File: config.mk
export PLATFORM = sky130hd
export DESIGN_NAME = fetch_stage
export DESIGN_NICKNAME = d
export VERILOG_FILES = /design/src/rtl/fetch_pkg.sv /design/src/rtl/fetch_stage_adder.sv /design/src/rtl/fetch_stage.sv
export SDC_FILE = /design/constraint.sdc
export NUM_CORES = 1
export LEC_CHECK = 0
export CAP_MARGIN = 15
export CORE_UTILIZATION = 55
export CTS_CLUSTER_SIZE = 12
export DETAILED_ROUTE_END_ITERATION = 8
export GPL_TIMING_DRIVEN = 1
export HOLD_SLACK_MARGIN = 0.05
export PLACE_DENSITY_LB_ADDON = 0.2
export SYNTH_ARGS = -nofsm -noshare
export SYNTH_HDL_FRONTEND = slang
export SYNTH_SLANG_ARGS = --single-unit
File: constraint.sdc
create_clock -name clk -period 4.3 [get_ports clk]
set_input_delay 0.86 -clock clk [delete_from_list [all_inputs] [get_ports clk]]
set_output_delay 0.86 -clock clk [all_outputs]
set_load 0.01 [all_outputs]
File: src/rtl/fetch_pkg.sv
// Shared types and constants for the LEGv8 instruction-fetch stage.
package fetch_pkg;

    typedef enum logic [1:0] {
        BOOT,
        REQ,
        HOLD
    } fetch_state_t;

    localparam int unsigned PC_INC       = 4;
    localparam logic [31:0] IF_ID_BUBBLE = 32'h0;

endpackage

File: src/rtl/fetch_stage_adder.sv
// Plain modulo-2^W adder, used for PC+4 and for the branch target.
module fetch_stage_adder #(
    parameter int unsigned W = 64
) (
    input  logic [W-1:0] a,
    input  logic [W-1:0] b,
    output logic [W-1:0] y
);

    assign y = a + b;

endmodule

File: src/rtl/fetch_stage.sv
// LEGv8 fetch stage: PC register, imem req/ready handshake, branch redirect,
// and the IF/ID pipeline register with a one-entry skid buffer.
module fetch_stage
    import fetch_pkg::*;
#(
    parameter int unsigned  N        = 64,
    parameter logic [N-1:0] RESET_PC = {N{1'b0}}
) (
    input  logic         clk,
    input  logic         reset,
    input  logic [N-1:0] branch_off,
    input  logic [N-1:0] branch_base,
    input  logic         pcsrc,
    input  logic         stall,
    output logic         imem_req,
    output logic [N-1:0] imem_addr,
    input  logic         imem_ready,
    input  logic [31:0]  imem_rdata,
    output logic         if_id_valid,
    output logic [N-1:0] if_id_pc,
    output logic [31:0]  if_id_instr
);

    fetch_state_t state_q, state_d;
    logic [N-1:0] pc_q, pc_d, pc_next, target;
    logic         redir_pend_q, redir_pend_d;
    logic [N-1:0] redir_tgt_q, redir_tgt_d;
    logic [N-1:0] skid_pc_q, skid_pc_d;
    logic [31:0]  skid_instr_q, skid_instr_d;
    logic         if_id_valid_q, if_id_valid_d;
    logic [N-1:0] if_id_pc_q, if_id_pc_d;
    logic [31:0]  if_id_instr_q, if_id_instr_d;

    fetch_stage_adder #(.W(N)) u_pc_inc (
        .a (pc_q),
        .b (N'(PC_INC)),
        .y (pc_next)
    );

    fetch_stage_adder #(.W(N)) u_br_tgt (
        .a (branch_base),
        .b (branch_off),
        .y (target)
    );

    always_comb begin
        state_d       = state_q;
        pc_d          = pc_q;
        redir_pend_d  = redir_pend_q;
        redir_tgt_d   = redir_tgt_q;
        skid_pc_d     = skid_pc_q;
        skid_instr_d  = skid_instr_q;
        if_id_valid_d = if_id_valid_q;
        if_id_pc_d    = if_id_pc_q;
        if_id_instr_d = if_id_instr_q;
        imem_req      = 1'b0;

        unique case (state_q)
            BOOT: begin
                state_d = REQ;
                if (pcsrc) pc_d = target;
            end
            REQ: begin
                imem_req = 1'b1;
                if (imem_ready) begin
                    if (pcsrc || redir_pend_q) begin
                        // Wrong-path word: drop it; a live pcsrc beats the pending one.
                        pc_d         = pcsrc ? target : redir_tgt_q;
                        redir_pend_d = 1'b0;
                    end else if (!stall) begin
                        if_id_valid_d = 1'b1;
                        if_id_pc_d    = pc_q;
                        if_id_instr_d = imem_rdata;
                        pc_d          = pc_next;
                    end else begin
                        skid_pc_d    = pc_q;
                        skid_instr_d = imem_rdata;
                        pc_d         = pc_next;
                        state_d      = HOLD;
                    end
                end else if (pcsrc) begin
                    // Address must stay stable until the transfer; remember the redirect.
                    redir_pend_d = 1'b1;
                    redir_tgt_d  = target;
                end
            end
            HOLD: begin
                if (pcsrc) begin
                    pc_d    = target;
                    state_d = REQ;
                end else if (!stall) begin
                    if_id_valid_d = 1'b1;
                    if_id_pc_d    = skid_pc_q;
                    if_id_instr_d = skid_instr_q;
                    state_d       = REQ;
                end
            end
            default: state_d = BOOT;
        endcase

        if (pcsrc) if_id_valid_d = 1'b0;
    end

    always_ff @(posedge clk or negedge reset) begin
        if (!reset) begin
            state_q       <= BOOT;
            pc_q          <= RESET_PC;
            redir_pend_q  <= 1'b0;
            redir_tgt_q   <= '0;
            skid_pc_q     <= '0;
            skid_instr_q  <= '0;
            if_id_valid_q <= 1'b0;
            if_id_pc_q    <= '0;
            if_id_instr_q <= IF_ID_BUBBLE;
        end else begin
            state_q       <= state_d;
            pc_q          <= pc_d;
            redir_pend_q  <= redir_pend_d;
            redir_tgt_q   <= redir_tgt_d;
            skid_pc_q     <= skid_pc_d;
            skid_instr_q  <= skid_instr_d;
            if_id_valid_q <= if_id_valid_d;
            if_id_pc_q    <= if_id_pc_d;
            if_id_instr_q <= if_id_instr_d;
        end
    end

    assign imem_addr   = pc_q;
    assign if_id_valid = if_id_valid_q;
    assign if_id_pc    = if_id_pc_q;
    assign if_id_instr = if_id_instr_q;

endmodule

==> results of run 1 <==
==> final timing paths <==
check | to | start
worst max register to register | imem_addr[56]$_DFFE_PN0P_ | imem_addr[40]$_DFFE_PN0P_
min in group clk | redir_tgt_q[60]$_DFFE_PN0P_ | redir_tgt_q[60]$_DFFE_PN0P_
worst min-delay path | skid_instr_q[24]$_DFFE_PN0P_ | reset
worst max-delay path | redir_tgt_q[43]$_DFFE_PN0P_ | branch_off[14]
max in group asynchronous | redir_pend_q$_DFFE_PN0P_ | reset
worst min register to register | redir_tgt_q[60]$_DFFE_PN0P_ | redir_tgt_q[60]$_DFFE_PN0P_
==> metal layers <==
| metal | global-route usage | part of all wire | vias to the layer above |
|---|---|---|---|
| li1 | - | - | 8007 |
| met1 | 0.471 | 0.45 | 8241 |
| met2 | 0.485 | 0.44 | 835 |
| met3 | 0.0403 | 0.075 | 118 |
| met4 | 0.104 | 0.032 | 0 |
| met5 | 0 | 0 | - |
==> state kept, by name, indices dropped and copies added, names as in the netlist <==
| name | count |
|---|---|
| redir_tgt_q | 64 |
| skid_instr_q | 32 |
| imem_addr | 64 |
| redir_pend_q | 1 |
| skid_pc_q | 64 |
| if_id_instr | 32 |
| if_id_valid | 1 |
| if_id_pc | 64 |
| state_q | 2 |
==> where the power goes <==
group / leakage [uW] / internal, uW / switching (uW)
sequential: 0.00384 / 4180 / 999
combinational: 0.00539 / 2340 / 2200
clock: 0.000507 / 1630 / 1160
==> critical path: cells and delay by family <==
family,cells,cell delay [ns]
AO/OA/AOI/OAI,8,2.08
adder cells (fa/ha/maj),1,0.41
XOR/XNOR,1,0.07
buffers and inverters,1,0.40
multiplexers,1,0.26
==> through the flow <==
| stage | hold slack [ns] | setup slack [ns] | std cells | utilization | power (uW) |
|---|---|---|---|---|---|
| finish | 0.405 | 0.593 | 2817 | 0.707 | 12500 |
| floorplan | 0.438 | 0.935 | 2060 | - | 7300 |
| detailed placement | 0.464 | 0.118 | 2766 | 0.676 | 9680 |
| global route | 0.453 | 0.362 | 2817 | 0.707 | 13200 |
| global placement | 0.453 | 0.153 | 2766 | 0.676 | 9490 |
| CTS | 0.436 | 0.634 | 2817 | 0.707 | 12500 |
==> cell usage in the layout (no fill, tap or decap), types with 9 or more instances in the layout <==
cell type        synthesis  routed
a211oi_1                13      13
a21o_1                  32      32
a21oi_1                230     230
a31oi_1                 22      22
and2_1                  10      10
and3_1                  25      25
buf_4                    0      54
clkbuf_16                0      35
clkdlybuf4s50_1          0     325
dfrtp_1                324     323
ha_1                    64      64
inv_1                   28      28
mux2_2                 102     102
mux2i_1                 93      93
nand2_1                202     201
nand2b_1                 9       9
nand3_1                 48      48
nand4_1                 36      36
nor2_1                 208     207
nor2b_1                 12      10
nor3_1                  25      24
nor4_1                   9       9
o211ai_1                12      12
o21a_1                  11      11
o21ai_0                180     180
o21bai_1                13      13
o221ai_1                11      11
o31ai_1                 10      10
xnor2_1                 48      48
xor2_1                  44      44
==> logic make-up after synthesis <==
| logic type | after synthesis | synth area share |
|---|---|---|
| mux | 195 | 0.110 |
| simple gates | 620 | 0.150 |
| compound gates | 607 | 0.191 |
| flops | 324 | 0.430 |
| fa+ha+maj | 65 | 0.0436 |
| buf+inv | 157 | 0.0317 |
| xor+xnor | 92 | 0.0428 |
==> final cells by class <==
class,instances,share of cell area
clock buffers,47,0.0408
multi-input cells,1579,0.428
repair buffers,386,0.160
clock inverters,4,0.00284
inverters,29,0.00458
well taps,448,0.0236
flip-flops and latches,324,0.341
==> flow_summary.yaml, run 1 <==
critical_path:
  ff2ff_setup_slack_ns: 0.93
  arrival_ns: 4.10
  crit_fanout: 7
  path_class: "primary input to flop"
  start_kind: "primary input"
  critPathCaptureType: "flop"
  cp.required_ns: 4.70
  crit_path_top_delay_cell: "a311oi_1"
  rr_worst_depth: 10
  crit_chain: "clkdlybuf4s50_1, ha_1, a21o_1, a31oi_1, o21ai_0, a2111oi_2, a21oi_1, a311oi_1, o21ba_2, o21a_1, xnor2_1, mux2_2"
  cp_slowest_stage_delay_ns: 0.49
timing:
  hold_violations: 0
  worst_pin_slew_ns: 1.07
  fmax_ghz: 0.270
  setup_viol: 0
  fin_crit_ns: 3.71
  slew_headroom: 0.283
  rsz0062_at_grt: "no"
  fin_skew_ns: 0.0140
  slew_viol_final: 0
  min_period_over_period: 0.862
  setup_tns_ns: 0
die:
  start_util: 0.561
  ioPinCount: 327
  rows: 67
  dieHeight_microns: 187
  coreArea_sq_um: 33600
  die_x_microns: 187
  die-area_sq_um: 35000
clocking:
  ctsResizeCount: 0
  clockRootBuffer: "clkbuf_16"
  numCtsBuffers: 34
  postCtsSetupBuffers: 0
  clkTransAtPathRegs_ns: 0.06
  clockBufferDepth: 3
  numClockSinks: 324
  ctsHoldBuffers: 0
  h-tree-depth: 2
  clk_latency_ns: 0.52
  cts_tree: "yes"
synth:
  yosys-top-cells-count: "324 x dfrtp_1, 230 x a21oi_1, 208 x nor2_1"
  ys_ff_latch: 324
  seq_area_frac_synth: 0.430
  synth-edff-count: 0
  synth_area_leader_cell: "dfrtp_1"
  synth_top_area_frac: 0.430
  synth_ff_type: "dfrtp_1"
  synth_most_common_cell: "dfrtp_1"
  ys.warnings.count: 0
  netlist_top_cells_area: "dfrtp_1 43%, a21oi_1 6.1%, mux2_2 6.1%"
  avgSynthCellArea_sq_um: 9.15
  synthesis.area_sq_um: 18800
  syn-num-nets: 2290
  netlist_instances: 2060
  synthArstFlopShare: 1.00
  synth.distinct_cells: 75
final_layout:
  drive_above_1_share: 0.0984
  nNetsFinal: 2584
  register_area_sq_um: 8110
  antenna_cells: 0
  multiInputGateArea_sq_um: 10200
  fillCellCount: 2600
  area_growth_pct: 26.2
  fin_area_sq_um: 23800
power_and_ir_drop:
  powerDensity_nw_per_um2: 526
  peakVddDrop_mv: 0.311
  p_leak_uw: 0.00973
global_routing:
  grt_pass1_vias: 16437
  antenna_found_initial: 0
  overflow: 0
  track_usage: 0.319
  grt_pass1_wl_microns: 89900
  grt_start_max_net_pins: 193
drt:
  drc_errors: 0
  via_count: 17201
  vias_per_cell: 6.11
  dr.pass1.iters: 6
  ant_nets: 0
  drt_iter0_markers: 1547
  wl_per_cell_microns: 20.0
  wl_microns: 56200
place:
  gp_congestion: 0.891
  numPortBuffers: 326
  placed_cell_area_sq_um: 22700
  hpwl_microns: 40800
status:
  outcome: "complete, no violations"
job:
  maxCapViolCount: 0
min_path:
  hold_class: "primary input to asynchronous set/reset pin"
(Power assumes the default switching activity.)
==> run 2, diff against run 1 <==
--- a/config.mk
+++ b/config.mk
@@ -10,7 +10,6 @@
 export CTS_CLUSTER_SIZE = 12
 export DETAILED_ROUTE_END_ITERATION = 8
 export GPL_TIMING_DRIVEN = 1
-export HOLD_SLACK_MARGIN = 0.05
 export PLACE_DENSITY_LB_ADDON = 0.2
 export SYNTH_ARGS = -nofsm -noshare
 export SYNTH_HDL_FRONTEND = slang
==> results of run 2 <==
The final DEF is identical to that of run 1; final timing and power are the same.
